<file path="src/rtl/turf_udp_timeserver_pkg.sv">
// rtl/turf_udp_timeserver_pkg.sv - shared types, constants and helpers for the UDP time server
package turf_udp_timeserver_pkg;

    localparam logic [7:0] OP_ALIGNED   = 8'h00;
    localparam logic [7:0] OP_IMMED     = 8'h01;
    localparam logic [7:0] OP_IMMED_EXT = 8'h02;

    typedef enum logic [1:0] {
        MODE_ALIGNED   = 2'd0,
        MODE_IMMED     = 2'd1,
        MODE_IMMED_EXT = 2'd2
    } mode_t;

    localparam logic [15:0] LEN_ALIGNED   = 16'd4;
    localparam logic [15:0] LEN_IMMED     = 16'd8;
    localparam logic [15:0] LEN_IMMED_EXT = 16'd12;

    typedef enum logic {
        ING_HDR,
        ING_DATA
    } ing_state_t;

    typedef enum logic [1:0] {
        R_IDLE,
        R_HDR,
        R_D0,
        R_D1
    } rep_state_t;

    typedef struct packed {
        logic [31:0] ip;
        logic [15:0] port;
        mode_t       mode;
    } req_entry_t;

    localparam int ENTRY_W = $bits(req_entry_t);

    // Unknown opcodes fall back to the PPS-aligned reply.
    function automatic mode_t decode_op(input logic [7:0] op);
        case (op)
            OP_IMMED:     return MODE_IMMED;
            OP_IMMED_EXT: return MODE_IMMED_EXT;
            default:      return MODE_ALIGNED;
        endcase
    endfunction

    function automatic logic [15:0] reply_len(input mode_t m);
        case (m)
            MODE_IMMED:     return LEN_IMMED;
            MODE_IMMED_EXT: return LEN_IMMED_EXT;
            default:        return LEN_ALIGNED;
        endcase
    endfunction

    // Network byte order for a 32-bit word placed little-endian on the stream.
    function automatic logic [31:0] bswap32(input logic [31:0] v);
        return {v[7:0], v[15:8], v[23:16], v[31:24]};
    endfunction

endpackage

</file>
<file path="src/rtl/turf_udp_timeserver_fifo.sv">
// rtl/turf_udp_timeserver_fifo.sv - first-word fall-through request queue
module turf_udp_timeserver_fifo #(
    parameter int WIDTH = 50,
    parameter int DEPTH = 16
) (
    input  logic                     i_clk,
    input  logic                     i_rst_n,
    input  logic [WIDTH-1:0]         din,
    input  logic                     wr_en,
    output logic                     full,
    output logic [WIDTH-1:0]         dout,
    output logic                     valid,
    input  logic                     rd_en,
    output logic [$clog2(DEPTH):0]   count
);

    localparam int AW = $clog2(DEPTH);
    localparam logic [AW:0] FULL_CNT = (AW+1)'(DEPTH);

    logic [WIDTH-1:0] r_mem [DEPTH];
    logic [AW-1:0]    r_wr_ptr;
    logic [AW-1:0]    r_rd_ptr;
    logic [AW:0]      r_count;
    logic             w_wr;
    logic             w_rd;

    assign full  = (r_count == FULL_CNT);
    assign valid = (r_count != '0);
    assign dout  = r_mem[r_rd_ptr];
    assign count = r_count;
    assign w_wr  = wr_en && !full;
    assign w_rd  = rd_en && valid;

    // Storage array; contents need no reset because count gates visibility.
    always_ff @(posedge i_clk) begin
        if (w_wr) begin
            r_mem[r_wr_ptr] <= din;
        end
    end

    // Pointers and occupancy; pointers wrap naturally since DEPTH is a power of 2.
    always_ff @(posedge i_clk or negedge i_rst_n) begin
        if (!i_rst_n) begin
            r_wr_ptr <= '0;
            r_rd_ptr <= '0;
            r_count  <= '0;
        end else begin
            if (w_wr) r_wr_ptr <= r_wr_ptr + 1'b1;
            if (w_rd) r_rd_ptr <= r_rd_ptr + 1'b1;
            case ({w_wr, w_rd})
                2'b10:   r_count <= r_count + 1'b1;
                2'b01:   r_count <= r_count - 1'b1;
                default: r_count <= r_count;
            endcase
        end
    end

endmodule

</file>
<file path="src/rtl/turf_udp_timeserver_mc.sv">
// rtl/turf_udp_timeserver_mc.sv - multi-mode UDP time server: ingest, two queues, counters, reply
module turf_udp_timeserver_mc
    import turf_udp_timeserver_pkg::*;
#(
    parameter int FIFO_DEPTH  = 16,
    parameter int SUBSEC_BITS = 32
) (
    input  logic                          aclk,
    input  logic                          aresetn,
    input  logic [63:0]                   s_udphdr_tdata,
    input  logic                          s_udphdr_tvalid,
    output logic                          s_udphdr_tready,
    input  logic [63:0]                   s_udpdata_tdata,
    input  logic [7:0]                    s_udpdata_tkeep,
    input  logic                          s_udpdata_tlast,
    input  logic                          s_udpdata_tvalid,
    output logic                          s_udpdata_tready,
    output logic [63:0]                   m_udphdr_tdata,
    output logic                          m_udphdr_tvalid,
    input  logic                          m_udphdr_tready,
    output logic [63:0]                   m_udpdata_tdata,
    output logic [7:0]                    m_udpdata_tkeep,
    output logic                          m_udpdata_tlast,
    output logic                          m_udpdata_tvalid,
    input  logic                          m_udpdata_tready,
    input  logic                          pps_i,
    input  logic [31:0]                   cur_sec_i,
    output logic [15:0]                   drop_count_o,
    output logic [$clog2(FIFO_DEPTH):0]   aligned_level_o,
    output logic [$clog2(FIFO_DEPTH):0]   immed_level_o
);

    localparam int LW = $clog2(FIFO_DEPTH) + 1;

    ing_state_t             r_ing_state, w_ing_next;
    rep_state_t             r_rep_state, w_rep_next;
    logic [31:0]            r_req_ip;
    logic [15:0]            r_req_port;
    logic [7:0]             r_op;
    logic                   r_first;
    logic [SUBSEC_BITS-1:0] r_subsec;
    logic [SUBSEC_BITS-1:0] r_period;
    logic [LW-1:0]          r_release;
    logic [15:0]            r_drop;
    logic                   r_sel_al;
    mode_t                  r_mode;
    logic [31:0]            r_sec, r_ss, r_per;

    logic                   w_hdr_hs, w_dat_hs, w_push, w_push_al, w_push_im, w_drop;
    logic [7:0]             w_op;
    mode_t                  w_mode;
    req_entry_t             w_entry, w_al_head, w_im_head, w_head;
    logic                   w_al_full, w_im_full, w_al_valid, w_im_valid;
    logic                   w_pop_al, w_pop_im, w_al_avail, w_rep_hdr_hs;
    logic [LW-1:0]          w_al_count, w_im_count;
    logic                   w_unused;

    assign w_unused = &{1'b0, s_udphdr_tdata[15:0], s_udpdata_tdata[63:8], s_udpdata_tkeep};

    assign w_hdr_hs  = s_udphdr_tvalid && s_udphdr_tready;
    assign w_dat_hs  = s_udpdata_tvalid && s_udpdata_tready;
    assign w_op      = r_first ? s_udpdata_tdata[7:0] : r_op;
    assign w_mode    = decode_op(w_op);
    assign w_push    = w_dat_hs && s_udpdata_tlast;
    assign w_push_al = w_push && (w_mode == MODE_ALIGNED);
    assign w_push_im = w_push && (w_mode != MODE_ALIGNED);
    assign w_drop    = (w_push_al && w_al_full) || (w_push_im && w_im_full);

    always_comb begin
        w_entry      = '0;
        w_entry.ip   = r_req_ip;
        w_entry.port = r_req_port;
        w_entry.mode = w_mode;
    end

    turf_udp_timeserver_fifo #(.WIDTH(ENTRY_W), .DEPTH(FIFO_DEPTH)) u_aligned_q (
        .i_clk   (aclk),
        .i_rst_n (aresetn),
        .din     (w_entry),
        .wr_en   (w_push_al),
        .full    (w_al_full),
        .dout    (w_al_head),
        .valid   (w_al_valid),
        .rd_en   (w_pop_al),
        .count   (w_al_count)
    );

    turf_udp_timeserver_fifo #(.WIDTH(ENTRY_W), .DEPTH(FIFO_DEPTH)) u_immed_q (
        .i_clk   (aclk),
        .i_rst_n (aresetn),
        .din     (w_entry),
        .wr_en   (w_push_im),
        .full    (w_im_full),
        .dout    (w_im_head),
        .valid   (w_im_valid),
        .rd_en   (w_pop_im),
        .count   (w_im_count)
    );

    assign aligned_level_o = w_al_count;
    assign immed_level_o   = w_im_count;
    assign drop_count_o    = r_drop;

    // Ingest state register.
    always_ff @(posedge aclk or negedge aresetn) begin
        if (!aresetn) r_ing_state <= ING_HDR;
        else          r_ing_state <= w_ing_next;
    end

    // Ingest next state and readies; readies are held low while reset is asserted.
    always_comb begin
        w_ing_next       = r_ing_state;
        s_udphdr_tready  = 1'b0;
        s_udpdata_tready = 1'b0;
        case (r_ing_state)
            ING_HDR: begin
                s_udphdr_tready = aresetn;
                if (w_hdr_hs) w_ing_next = ING_DATA;
            end
            ING_DATA: begin
                s_udpdata_tready = aresetn;
                if (w_push) w_ing_next = ING_HDR;
            end
            default: w_ing_next = ING_HDR;
        endcase
    end

    // Request fields: source address on the header, opcode from the first payload beat.
    always_ff @(posedge aclk or negedge aresetn) begin
        if (!aresetn) begin
            r_req_ip   <= '0;
            r_req_port <= '0;
            r_op       <= '0;
            r_first    <= 1'b0;
        end else begin
            if (w_hdr_hs) begin
                r_req_ip   <= s_udphdr_tdata[63:32];
                r_req_port <= s_udphdr_tdata[31:16];
                r_first    <= 1'b1;
            end else if (w_dat_hs) begin
                if (r_first) r_op <= s_udpdata_tdata[7:0];
                r_first <= 1'b0;
            end
        end
    end

    // Sub-second count, last PPS period, release budget and drop counter.
    always_ff @(posedge aclk or negedge aresetn) begin
        if (!aresetn) begin
            r_subsec  <= '0;
            r_period  <= '0;
            r_release <= '0;
            r_drop    <= '0;
        end else begin
            if (pps_i) begin
                r_subsec <= '0;
                r_period <= (r_subsec == '1) ? r_subsec : r_subsec + 1'b1;
            end else if (r_subsec != '1) begin
                r_subsec <= r_subsec + 1'b1;
            end
            // Pre-edge count excludes a same-cycle push, so that entry waits a full PPS.
            if (pps_i)
                r_release <= w_al_count - LW'(w_pop_al);
            else if (w_pop_al && r_release != '0)
                r_release <= r_release - 1'b1;
            if (w_drop && r_drop != 16'hFFFF)
                r_drop <= r_drop + 16'd1;
        end
    end

    assign w_al_avail   = (r_release != '0) && w_al_valid;
    assign w_head       = r_sel_al ? w_al_head : w_im_head;
    assign w_rep_hdr_hs = (r_rep_state == R_HDR) && m_udphdr_tready;
    assign w_pop_al     = w_rep_hdr_hs && r_sel_al;
    assign w_pop_im     = w_rep_hdr_hs && !r_sel_al;

    // Reply state register.
    always_ff @(posedge aclk or negedge aresetn) begin
        if (!aresetn) r_rep_state <= R_IDLE;
        else          r_rep_state <= w_rep_next;
    end

    // Reply next state and stream outputs; valids depend only on state.
    always_comb begin
        w_rep_next       = r_rep_state;
        m_udphdr_tvalid  = 1'b0;
        m_udphdr_tdata   = '0;
        m_udpdata_tvalid = 1'b0;
        m_udpdata_tdata  = '0;
        m_udpdata_tkeep  = '0;
        m_udpdata_tlast  = 1'b0;
        case (r_rep_state)
            R_IDLE: begin
                if (w_al_avail || w_im_valid) w_rep_next = R_HDR;
            end
            R_HDR: begin
                m_udphdr_tvalid = 1'b1;
                m_udphdr_tdata  = {w_head.ip, w_head.port, reply_len(w_head.mode)};
                if (m_udphdr_tready) w_rep_next = R_D0;
            end
            R_D0: begin
                m_udpdata_tvalid = 1'b1;
                m_udpdata_tdata  = {bswap32(r_ss), bswap32(r_sec)};
                m_udpdata_tkeep  = (r_mode == MODE_ALIGNED) ? 8'h0F : 8'hFF;
                m_udpdata_tlast  = (r_mode != MODE_IMMED_EXT);
                if (m_udpdata_tready)
                    w_rep_next = (r_mode == MODE_IMMED_EXT) ? R_D1 : R_IDLE;
            end
            R_D1: begin
                m_udpdata_tvalid = 1'b1;
                m_udpdata_tdata  = {32'h0, bswap32(r_per)};
                m_udpdata_tkeep  = 8'h0F;
                m_udpdata_tlast  = 1'b1;
                if (m_udpdata_tready) w_rep_next = R_IDLE;
            end
            default: w_rep_next = R_IDLE;
        endcase
    end

    // Queue selection while idle; time snapshot taken at the header handshake.
    always_ff @(posedge aclk or negedge aresetn) begin
        if (!aresetn) begin
            r_sel_al <= 1'b0;
            r_mode   <= MODE_ALIGNED;
            r_sec    <= '0;
            r_ss     <= '0;
            r_per    <= '0;
        end else begin
            if (r_rep_state == R_IDLE) r_sel_al <= w_al_avail;
            if (w_rep_hdr_hs) begin
                r_mode <= w_head.mode;
                r_sec  <= cur_sec_i;
                r_ss   <= 32'(r_subsec);
                r_per  <= 32'(r_period);
            end
        end
    end

endmodule
</file>
<file path="config.mk">
export PLATFORM = sky130hd
export DESIGN_NAME = turf_udp_timeserver_mc
export DESIGN_NICKNAME = d
export VERILOG_FILES = /design/src/rtl/turf_udp_timeserver_pkg.sv /design/src/rtl/turf_udp_timeserver_fifo.sv /design/src/rtl/turf_udp_timeserver_mc.sv
export SDC_FILE = /design/constraint.sdc
export NUM_CORES = 2
export LEC_CHECK = 0
export CAP_MARGIN = 20
export CELL_PAD_IN_SITES_DETAIL_PLACEMENT = 1
export CELL_PAD_IN_SITES_GLOBAL_PLACEMENT = 2
export CORE_AREA = 4 4 401 403
export CTS_CLUSTER_SIZE = 30
export DETAILED_ROUTE_END_ITERATION = 6
export DIE_AREA = 0 0 405 407
export HOLD_SLACK_MARGIN = 0.15
export MAX_ROUTING_LAYER = met4
export PLACE_DENSITY = 0.76
export SLEW_MARGIN = 20
export SYNTH_ARGS = -nofsm -noshare
export SYNTH_HDL_FRONTEND = slang
export SYNTH_SLANG_ARGS = --single-unit
</file>
<file path="constraint.sdc">
create_clock -name aclk -period 7.7 [get_ports aclk]
set_clock_uncertainty 0.05 [all_clocks]
set_input_delay 1.54 -clock aclk [delete_from_list [all_inputs] [get_ports aclk]]
set_output_delay 1.54 -clock aclk [all_outputs]
set_load 0.01 [all_outputs]
</file>
==> results_dict.tcl <==
set metrics [dict create \
    die_h_um 407 \
    postCtsSetupRepairBufs 0 \
    synth_cells 3722 \
    ctsLongestPathBuffers 3 \
    cts_root_buffer "clkbuf_16" \
    synth_area_leaders "edfxtp_1 65%, mux4_2 15%, dfrtp_1 9.2%" \
    start_util 0.466 \
    p_per_area_nw_per_um2 354 \
    crit_fanout 78 \
    num_rows 146 \
    post-route-period-util 0.790 \
    grt_setup_unrepaired "no" \
    fill_cells 13900 \
    yosysMostFrequentCell "edfxtp_1" \
    arrival_ns 4.49 \
    whs_ns 0.407 \
    slew_violations 0 \
    peakVddDrop_uv 340 \
    clock-sinks 1870 \
    cp-start-kind "flip-flop" \
    place_area_um2 78500 \
    ctsHoldBuffers 0 \
    antenna_found_initial 3 \
    fin_area_um2 85100 \
    outcome "complete, no violations" \
    power.switching_fraction 0.286 \
    r2r_cells 15 \
    relSlewSlack 0.234 \
    leakage_nw 28.5 \
    vias 36500 \
    fin_crit_ns 6.08 \
    yosys_warnings 0 \
    timing.rr.end "u_immed_q.count[4]$_DFFE_PN0P_" \
    synth-async-reset-ratio 0.144 \
    gp_congestion 0.748 \
    drt-total-wl_um 183000 \
    drive_gt1_frac 0.234 \
    r2r_slack_ns 3.70 \
    cts_resized 0 \
    top_level_ports 343 \
    htree_levels 4 \
    synth_edf_count 1600 \
    grt_usage 0.233 \
    syn2layout_area_growth_pct 15.9 \
    clkLatencyLatePin_ns 0.82 \
    io_buffers 248 \
    seqPwrFrac 0.480 \
    synth_top_area_share 0.655 \
    syn_area_um2 73400 \
    avgSynthCellArea_um2 19.7 \
    holdPathStages 2 \
    avgViaCountPerCell 5.80 \
    p_int_mw 21.5 \
    hold_path_class "flip-flop to flip-flop" \
    max_freq_ghz 0.164 \
    clkSlewWorstSetupHoldPaths_ns 0.06 \
    synth_common_cells "1600 x edfxtp_1, 480 x mux4_2, 331 x nand2_1, 270 x dfrtp_1, 111 x clkbuf_1" \
    dr_wl_met3_um 10700 \
    p_comb_frac 0.207 \
    route.met2.wl_um 93200 \
    wl_met1_um 75200 \
    fin_tns_setup_ns 0 \
    routedWlPerCell_um 29.1 \
    dpl.hpwl_um 100000 \
    yosysUniqueCellTypes 62 \
    clockPowerShare 0.314 \
    crit_path_end_kind "primary output" \
    hp-start "r_period[11]$_DFFE_PN0P_" \
    drt_iter0_drc 3362 \
    ys_seq_area_frac 0.747 \
    worst_pin_slew_ns 1.15 \
    cts_buffers 192 \
    synthFlopType "edfxtp_1" \
    grt_overflow 0 \
    ys_seq_elements 1870 \
    hold_end "r_per[11]$_DFFE_PN0N_" \
    required_ns 6.11 \
    maxCapViolations 0 \
    dieArea_um2 165000 \
    grt_pass1_vias 39400 \
    drt_pass1_iterations 6 \
    final_util 0.540 \
    yosys.area.top_type "edfxtp_1" \
    detail-route-antenna-nets 0 \
    grt_pass1_wl_um 272000 \
    crit_type "flip-flop to primary output" \
    grt_max_degree 127 \
    nets 4249 \
    setup_violations 0 \
    tritoncts "yes" \
    drc 0 \
    core_area_um2 157000 \
    chipWidth_um 405 \
    routed.top_layer "met4" \
    netSwitchingPower_mw 8.60 \
    reg2reg_from "r_rep_state[1]$_DFFE_PN0P_" \
    hold_viol_final 0 \
]
==> power by group through the flow <==
stage          Sequential [mW]  Clock (mW)  Combinational, mW
6_report                  14.4        9.43               6.22
3_5_place_dp              14.7           0               6.27
4_1_cts                   14.5        9.64               6.31
2_1_floorplan             13.7           0               4.59
5_1_grt                   14.6        10.1               6.72
3_3_place_gp              14.5           0               6.20
==> cells by family after synthesis <==
logic type | share of synthesized area
other | 0.0000511
DFF | 0.747
adders and majority gates | 0.00426
muxes | 0.167
AOI/OAI and AO/OA | 0.0120
buffers and inverters | 0.0177
xor gates and xnor gates | 0.00931
and+or+nand+nor | 0.0429
==> routing by layer <==
layer | track usage | vias up
met5 | - | -
met4 | 0.0583 | 0
met3 | 0.0354 | 242
met2 | 0.384 | 1209
met1 | 0.309 | 19700
li1 | - | 15400
==> worst max path at each step <==
stage,startpoint,slack [ns],to,depth (start not counted)
finish,u_aligned_q.r_rd_ptr[0]$_DFFE_PN0P_,1.62,m_udphdr_tdata[42],6
global placement,s_udpdata_tdata[2],1.95,u_immed_q.r_mem[12][13]$_DFFE_PP_,8
CTS,u_aligned_q.r_rd_ptr[0]$_DFFE_PN0P_,1.40,m_udphdr_tdata[42],6
detailed placement,s_udpdata_tdata[2],1.85,u_immed_q.r_mem[12][13]$_DFFE_PP_,8
floorplan,s_udpdata_tdata[0],-0.34,u_aligned_q.r_mem[0][0]$_DFFE_PP_,6
global route,u_aligned_q.r_rd_ptr[0]$_DFFE_PN0P_,1.34,m_udphdr_tdata[42],6
==> placed cells by master, fill, tap and decap left out, drive strengths merged, types with 25 or more instances in the layout <==
| cell type | n |
|---|---|
| edfxtp | 1600 |
| and2 | 40 |
| clkbuf | 266 |
| clkdlybuf4s50 | 246 |
| nand3 | 83 |
| dfrtp | 270 |
| buf | 93 |
| mux2 | 62 |
| nand2 | 331 |
| inv | 77 |
| clkinv | 69 |
| nor3 | 25 |
| xor2 | 42 |
| o21ai | 67 |
| mux2i | 74 |
| nor2 | 108 |
| mux4 | 480 |
| xnor2 | 36 |
| nor2b | 39 |
| ha | 25 |
| a21oi | 45 |
==> worst max-delay path, cell delays in order, from the launching register on <==
cell and delay, ns:
dfrtp_4 0.94, buf_12 0.52, mux4_2 0.62, mux4_2 0.47
nand3_1 0.11, o21ai_1 0.24, clkdlybuf4s50_1 0.57
==> cell type report <==
class,count,area (µm²),share of cell area
Multi-Input combinational cell,1574,17600,0.206
Tap cell,2072,2590,0.0305
Clock inverter,96,1100,0.0130
Antenna cell,1,2.50,0.0000294
Timing Repair Buffer,339,3330,0.0391
Sequential cell,1870,54800,0.645
Inverter,71,268,0.00315
Clock buffer,266,5370,0.0631
==> per-stage QoR <==
step	setup WS (ns)	power, mW	std cells
5_1_grt	1.34	31.5	6288
3_3_place_gp	1.95	20.7	5921
6_report	1.62	30.1	6289
3_5_place_dp	1.85	21.0	5923
2_1_floorplan	-0.345	18.3	3735
4_1_cts	1.40	30.4	6285
==> sequential cells by signal (all words and copies together) (netlist names), 16 cells and up <==
register and count:
u_aligned_q.r_mem 800, r_sec 32, u_immed_q.r_mem 800, r_req_ip 32, r_req_port 16, r_subsec 32, r_per 32, r_period 32
r_ss 32, drop_count_o 16
Power figures use the tool's default switching activity.
